### src/rtl/bcd_serial_addsub.sv
// Digit-serial BCD adder/subtractor: one decimal digit per clock, least-significant
// digit first, decimal carry rippled through a register between digit slices.
module bcd_serial_addsub #(
    parameter int DIGITS = 4,
    parameter int IDXW   = 3
) (
    input  logic                clk,
    input  logic                reset,
    input  logic                start,
    input  logic                sub,
    input  logic [4*DIGITS-1:0] a,
    input  logic [4*DIGITS-1:0] b,
    output logic [4*DIGITS-1:0] sum,
    output logic                cout,
    output logic                err,
    output logic                busy,
    output logic                done
);
    localparam int              W        = 4 * DIGITS;
    localparam logic [IDXW-1:0] LAST_IDX = IDXW'(DIGITS - 1);

    typedef enum logic [1:0] {
        ST_IDLE = 2'd0,
        ST_RUN  = 2'd1,
        ST_DONE = 2'd2
    } state_t;

    // One decimal slice; subtract uses nine's complement of db plus the preset carry.
    function automatic logic [4:0] bcd_digit_step(input logic [3:0] da, input logic [3:0] db,
                                                  input logic sub_m, input logic cin);
        logic [3:0] bx;
        logic [4:0] t;
        logic [4:0] tc;
        logic [4:0] r;
        bx = sub_m ? (4'd9 - db) : db;
        t  = {1'b0, da} + {1'b0, bx} + {4'd0, cin};
        tc = t + 5'd6;
        if (t > 5'd9) begin
            r = {1'b1, tc[3:0]};
        end else begin
            r = {1'b0, t[3:0]};
        end
        return r;
    endfunction

    function automatic logic digit_invalid(input logic [3:0] d);
        return (d > 4'd9);
    endfunction

    state_t          state_q, state_d;
    logic [W-1:0]    a_q, a_d;
    logic [W-1:0]    b_q, b_d;
    logic [W-1:0]    res_q, res_d;
    logic            sub_q, sub_d;
    logic            carry_q, carry_d;
    logic            errac_q, errac_d;
    logic [IDXW-1:0] idx_q, idx_d;
    logic [W-1:0]    sum_q, sum_d;
    logic            cout_q, cout_d;
    logic            err_q, err_d;
    logic            busy_q, busy_d;
    logic            done_q, done_d;

    logic [4:0]      step_s;
    logic            dig_err_s;
    logic [W-1:0]    a_shift_s;
    logic [W-1:0]    b_shift_s;
    logic [W-1:0]    res_shift_s;

    assign step_s      = bcd_digit_step(a_q[3:0], b_q[3:0], sub_q, carry_q);
    assign dig_err_s   = digit_invalid(a_q[3:0]) | digit_invalid(b_q[3:0]);
    assign a_shift_s   = W'({4'd0, a_q} >> 4);
    assign b_shift_s   = W'({4'd0, b_q} >> 4);
    assign res_shift_s = W'({step_s[3:0], res_q} >> 4);

    // Next-state and next-output logic for the start/run/done sequence.
    always_comb begin
        state_d = state_q;
        a_d     = a_q;
        b_d     = b_q;
        res_d   = res_q;
        sub_d   = sub_q;
        carry_d = carry_q;
        errac_d = errac_q;
        idx_d   = idx_q;
        sum_d   = sum_q;
        cout_d  = cout_q;
        err_d   = err_q;
        busy_d  = busy_q;
        done_d  = 1'b0;
        case (state_q)
            ST_IDLE, ST_DONE: begin
                if (start) begin
                    a_d     = a;
                    b_d     = b;
                    sub_d   = sub;
                    carry_d = sub;
                    errac_d = 1'b0;
                    idx_d   = {IDXW{1'b0}};
                    res_d   = {W{1'b0}};
                    busy_d  = 1'b1;
                    state_d = ST_RUN;
                end else begin
                    busy_d  = 1'b0;
                    state_d = ST_IDLE;
                end
            end
            ST_RUN: begin
                a_d     = a_shift_s;
                b_d     = b_shift_s;
                res_d   = res_shift_s;
                carry_d = step_s[4];
                errac_d = errac_q | dig_err_s;
                idx_d   = idx_q + IDXW'(1);
                if (idx_q == LAST_IDX) begin
                    state_d = ST_DONE;
                    busy_d  = 1'b0;
                    done_d  = 1'b1;
                    if (errac_d) begin
                        sum_d  = {W{1'b0}};
                        cout_d = 1'b0;
                        err_d  = 1'b1;
                    end else begin
                        sum_d  = res_shift_s;
                        cout_d = step_s[4];
                        err_d  = 1'b0;
                    end
                end else begin
                    state_d = ST_RUN;
                end
            end
            default: begin
                state_d = ST_IDLE;
                busy_d  = 1'b0;
            end
        endcase
    end

    // State and output registers; reset aborts any operation in flight.
    always_ff @(posedge clk or posedge reset) begin
        if (reset) begin
            state_q <= ST_IDLE;
            a_q     <= {W{1'b0}};
            b_q     <= {W{1'b0}};
            res_q   <= {W{1'b0}};
            sub_q   <= 1'b0;
            carry_q <= 1'b0;
            errac_q <= 1'b0;
            idx_q   <= {IDXW{1'b0}};
            sum_q   <= {W{1'b0}};
            cout_q  <= 1'b0;
            err_q   <= 1'b0;
            busy_q  <= 1'b0;
            done_q  <= 1'b0;
        end else begin
            state_q <= state_d;
            a_q     <= a_d;
            b_q     <= b_d;
            res_q   <= res_d;
            sub_q   <= sub_d;
            carry_q <= carry_d;
            errac_q <= errac_d;
            idx_q   <= idx_d;
            sum_q   <= sum_d;
            cout_q  <= cout_d;
            err_q   <= err_d;
            busy_q  <= busy_d;
            done_q  <= done_d;
        end
    end

    assign sum  = sum_q;
    assign cout = cout_q;
    assign err  = err_q;
    assign busy = busy_q;
    assign done = done_q;

endmodule

### config.mk
export PLATFORM = sky130hd
export DESIGN_NAME = bcd_serial_addsub
export DESIGN_NICKNAME = d
export VERILOG_FILES = /design/src/rtl/bcd_serial_addsub.sv
export SDC_FILE = /design/constraint.sdc
export NUM_CORES = 1
export LEC_CHECK = 0
export ABC_CLOCK_PERIOD_IN_PS = 3460
export BUFFER_PORTS_ARGS = -buffer_cell sky130_fd_sc_hd__buf_2
export CAP_MARGIN = 20
export CELL_PAD_IN_SITES_DETAIL_PLACEMENT = 1
export CELL_PAD_IN_SITES_GLOBAL_PLACEMENT = 2
export CORE_ASPECT_RATIO = 0.5
export CORE_MARGIN = 1
export CORE_UTILIZATION = 35
export CTS_CLUSTER_SIZE = 16
export DETAILED_ROUTE_END_ITERATION = 16
export PLACE_DENSITY_LB_ADDON = 0.1
export SYNTH_ARGS = -nofsm -noshare
export SYNTH_HDL_FRONTEND = slang
export SYNTH_SLANG_ARGS = --single-unit
### constraint.sdc
create_clock -name clk -period 3.46 [get_ports clk]
set_clock_uncertainty 0.05 [all_clocks]
set_input_delay 0 -clock clk [delete_from_list [all_inputs] [get_ports clk]]
set_output_delay 0 -clock clk [all_outputs]
set_load 0.03 [all_outputs]
==> flow_summary.toml <==
[setup_path]
r2r-start = "sub_q"
worstPathBufferInverterCount = 1
end_kind = "register"
crit_type = "register to register"
critPathRequiredTime_ns = 3.63
slowest_delay_ns = 0.42
cpMaxStageDelayCell = "dfrtp_1"
worstPathArrival_ns = 3.05
reg2reg_slack_ns = 0.58
crit_start = "sub_q"
critPathMaxFanout = 5
reg2regPathDepth = 11
crit_path_start_kind = "register"
crit_chain = "xnor2_1 > fa_1 > inv_1 > fa_1 > xnor2_1 > ha_1 > a21oi_1 > o21ai_0 > a221o_1 > o211ai_1 > a22o_1"
rr_endpoint = "sum[13]"
crit_family = "adder cells"

[clock_network]
postCtsHoldBufs = 35
htreeDepth = 3
cts_setup_buffers = 0
cts_sinks = 71
cts_buffers = 9
cts_tree = "built"
path_clk_slew_ns = 0.05
cts_buffer_depth = 2
cts_resized = 0
cts-root-buf = "clkbuf_16"
insertion_delay_ns = 0.33

[routing]
drc = 0
drt-total-wl_mm = 7.98
detail-route-antenna-nets = 0
drtIter0Drc = 136
dr.pass1.iters = 4
wl_per_cell_um = 15.7
vias_per_cell = 5.05
vias = 2564

[place]
post-dp-hpwl_mm = 5.08
placed_area_um2 = 3510
pre_cts_slack_ns = 0.600
gp_congestion = 0.854
port_buffers = 55

[sta]
hold_slack_ns = 0.320
worst_pin_slew_ns = 0.953
slew_headroom_pct = 36.5
tns_ns = 0
final.period_utilization_pct = 83.3
rsz0062_at_grt = "no"
timing.final.ws_setup_ns = 0.577
setup_violations = 0
fin_crit_ns = 2.88
hold_violations = 0
maxSlewViolCount = 0
fmax_mhz = 347

[logic_synthesis]
synthesis.nets = 349
synthArstFlopShare_pct = 100
ys.flop_type = "dfrtp_1"
yosys-top-cells-count = "dfrtp_1 (71), nand2_1 (61), a22o_1 (32), nor2_1 (27), a31oi_1 (22)"
synth-seq-area-share_pct = 56.8
synth_edf_count = 0
yosys_warnings = 0
synth.most_common_cell = "dfrtp_1"
synthTopCellsByArea = "dfrtp_1 (57%), a22o_1 (9.0%), nand2_1 (7.3%)"
synth_top_cell_by_area = "dfrtp_1"
synthDistinctLibCells = 35
netlist.area_leader.share_pct = 56.8
synth-seq-cells = 71
syn-cell-area_um2 = 3130
avgSynthCellArea_um2 = 10.3
syn_inst = 304

[grt]
grt_pass1_vias = 2673
grt_max_degree = 52
grt_antenna_before_repair = 0
grt_remaining_overflow = 0
grt_first_pass_wirelength_mm = 13.5
grtUsageTotal_pct = 19.7

[cells_and_area]
areaGrowthSynthToFinish_pct = 33.0
drive_gt1_share_pct = 21.7
nets = 437
fillers = 940
design_area_um2 = 4160
diodes = 0

[die]
core_area_um2 = 8320
fp.dieW_um = 136
dieHeight_um = 68.8
die_area_um2 = 9340
start_util_pct = 37.6
ios = 56
core.rowCount = 23

[power]
ir_worst_vdd_uv = 353
p_leak_nw = 2.02
p_per_area_nw_per_um2 = 1130
p_total_mw = 4.69

[min_path]
hp-class = "primary input to asynchronous set/reset pin"

[job]
cap_viol_max_count = 0

[run_status]
outcome = "finished clean"
through the flow:
| step | instances | util, % |
|---|---|---|
| after floorplan | 304 | - |
| final | 508 | 50.0 |
| after global placement | 458 | 42.2 |
| after CTS | 508 | 50.0 |
| after global routing | 508 | 50.0 |
| after detailed placement | 458 | 42.2 |
tightest hold or removal path, cell delays in order:
cell,delay (ns)
dlygate4sd3_1,0.53
buf_2,0.12
inv_2,0.58
flip-flops by register name, summed over array words and instances, names as in the netlist:
signal,cells
busy,1
sum,16
carry_q,1
state_q,1
cout,1
res_q,12
a_q,16
idx_q,3
done,1
sub_q,1
b_q,16
err,1
errac_q,1
power by group:
group | leakage, nW | switching (mW) | internal, mW
logic | 0.969 | 1.40 | 0.948
clock network | 0.151 | 0.337 | 0.589
registers | 0.900 | 0.225 | 1.19
total | 2.02 | 1.96 | 2.73
layout make-up:
class / count / area [um2] / area share [%]
repair buffers: 96 / 671 / 16.1
clock buffers: 11 / 253 / 6.07
well taps: 112 / 140 / 3.37
clock inverters: 4 / 45.0 / 1.08
flip-flops and latches: 71 / 1780 / 42.7
multi-input cells: 203 / 1230 / 29.7
inverters: 11 / 41.3 / 0.992
per-layer routing:
| metal | wire length (um) | vias up | GRT usage, % |
|---|---|---|---|
| met3 | 422 | 14 | 6.14 |
| met1 | 3890 | 1240 | 24.5 |
| met2 | 3540 | 65 | 32.3 |
| met5 | 0 | - | 0 |
| met4 | 133 | 0 | 8.01 |
| li1 | - | 1245 | - |
layout by cell type, fill, tap and decap left out, drive strengths merged, types with 3 or more instances in the layout:
cell	count
a21o	4
a21oi	6
a22o	32
a31oi	22
buf	61
clkbuf	11
clkinv	3
dfrtp	71
dlygate4sd3	35
ha	7
inv	11
nand2	61
nand3	3
nor2	27
o21ai	17
xnor2	3
kinds of logic (layout without fill, tap and decap cells):
logic type	after synthesis	in the layout	share of synthesized area (%)
AOI/OAI and AO/OA	90	90	20.7
DFF	71	71	56.8
xor gates and xnor gates	3	3	0.840
and+or+nand+nor	101	101	13.7
adders and majority gates	9	9	4.08
buffers and inverters	30	122	3.88
how the worst max path moves through the flow:
stage	to	depth (start not counted)
detailed placement	sum[13]	11
floorplan	sum[13]	11
CTS	sum[13]	11
finish	sum[13]	11
global placement	sum[13]	11
global route	sum[13]	11
Power figures use the tool's default switching activity.
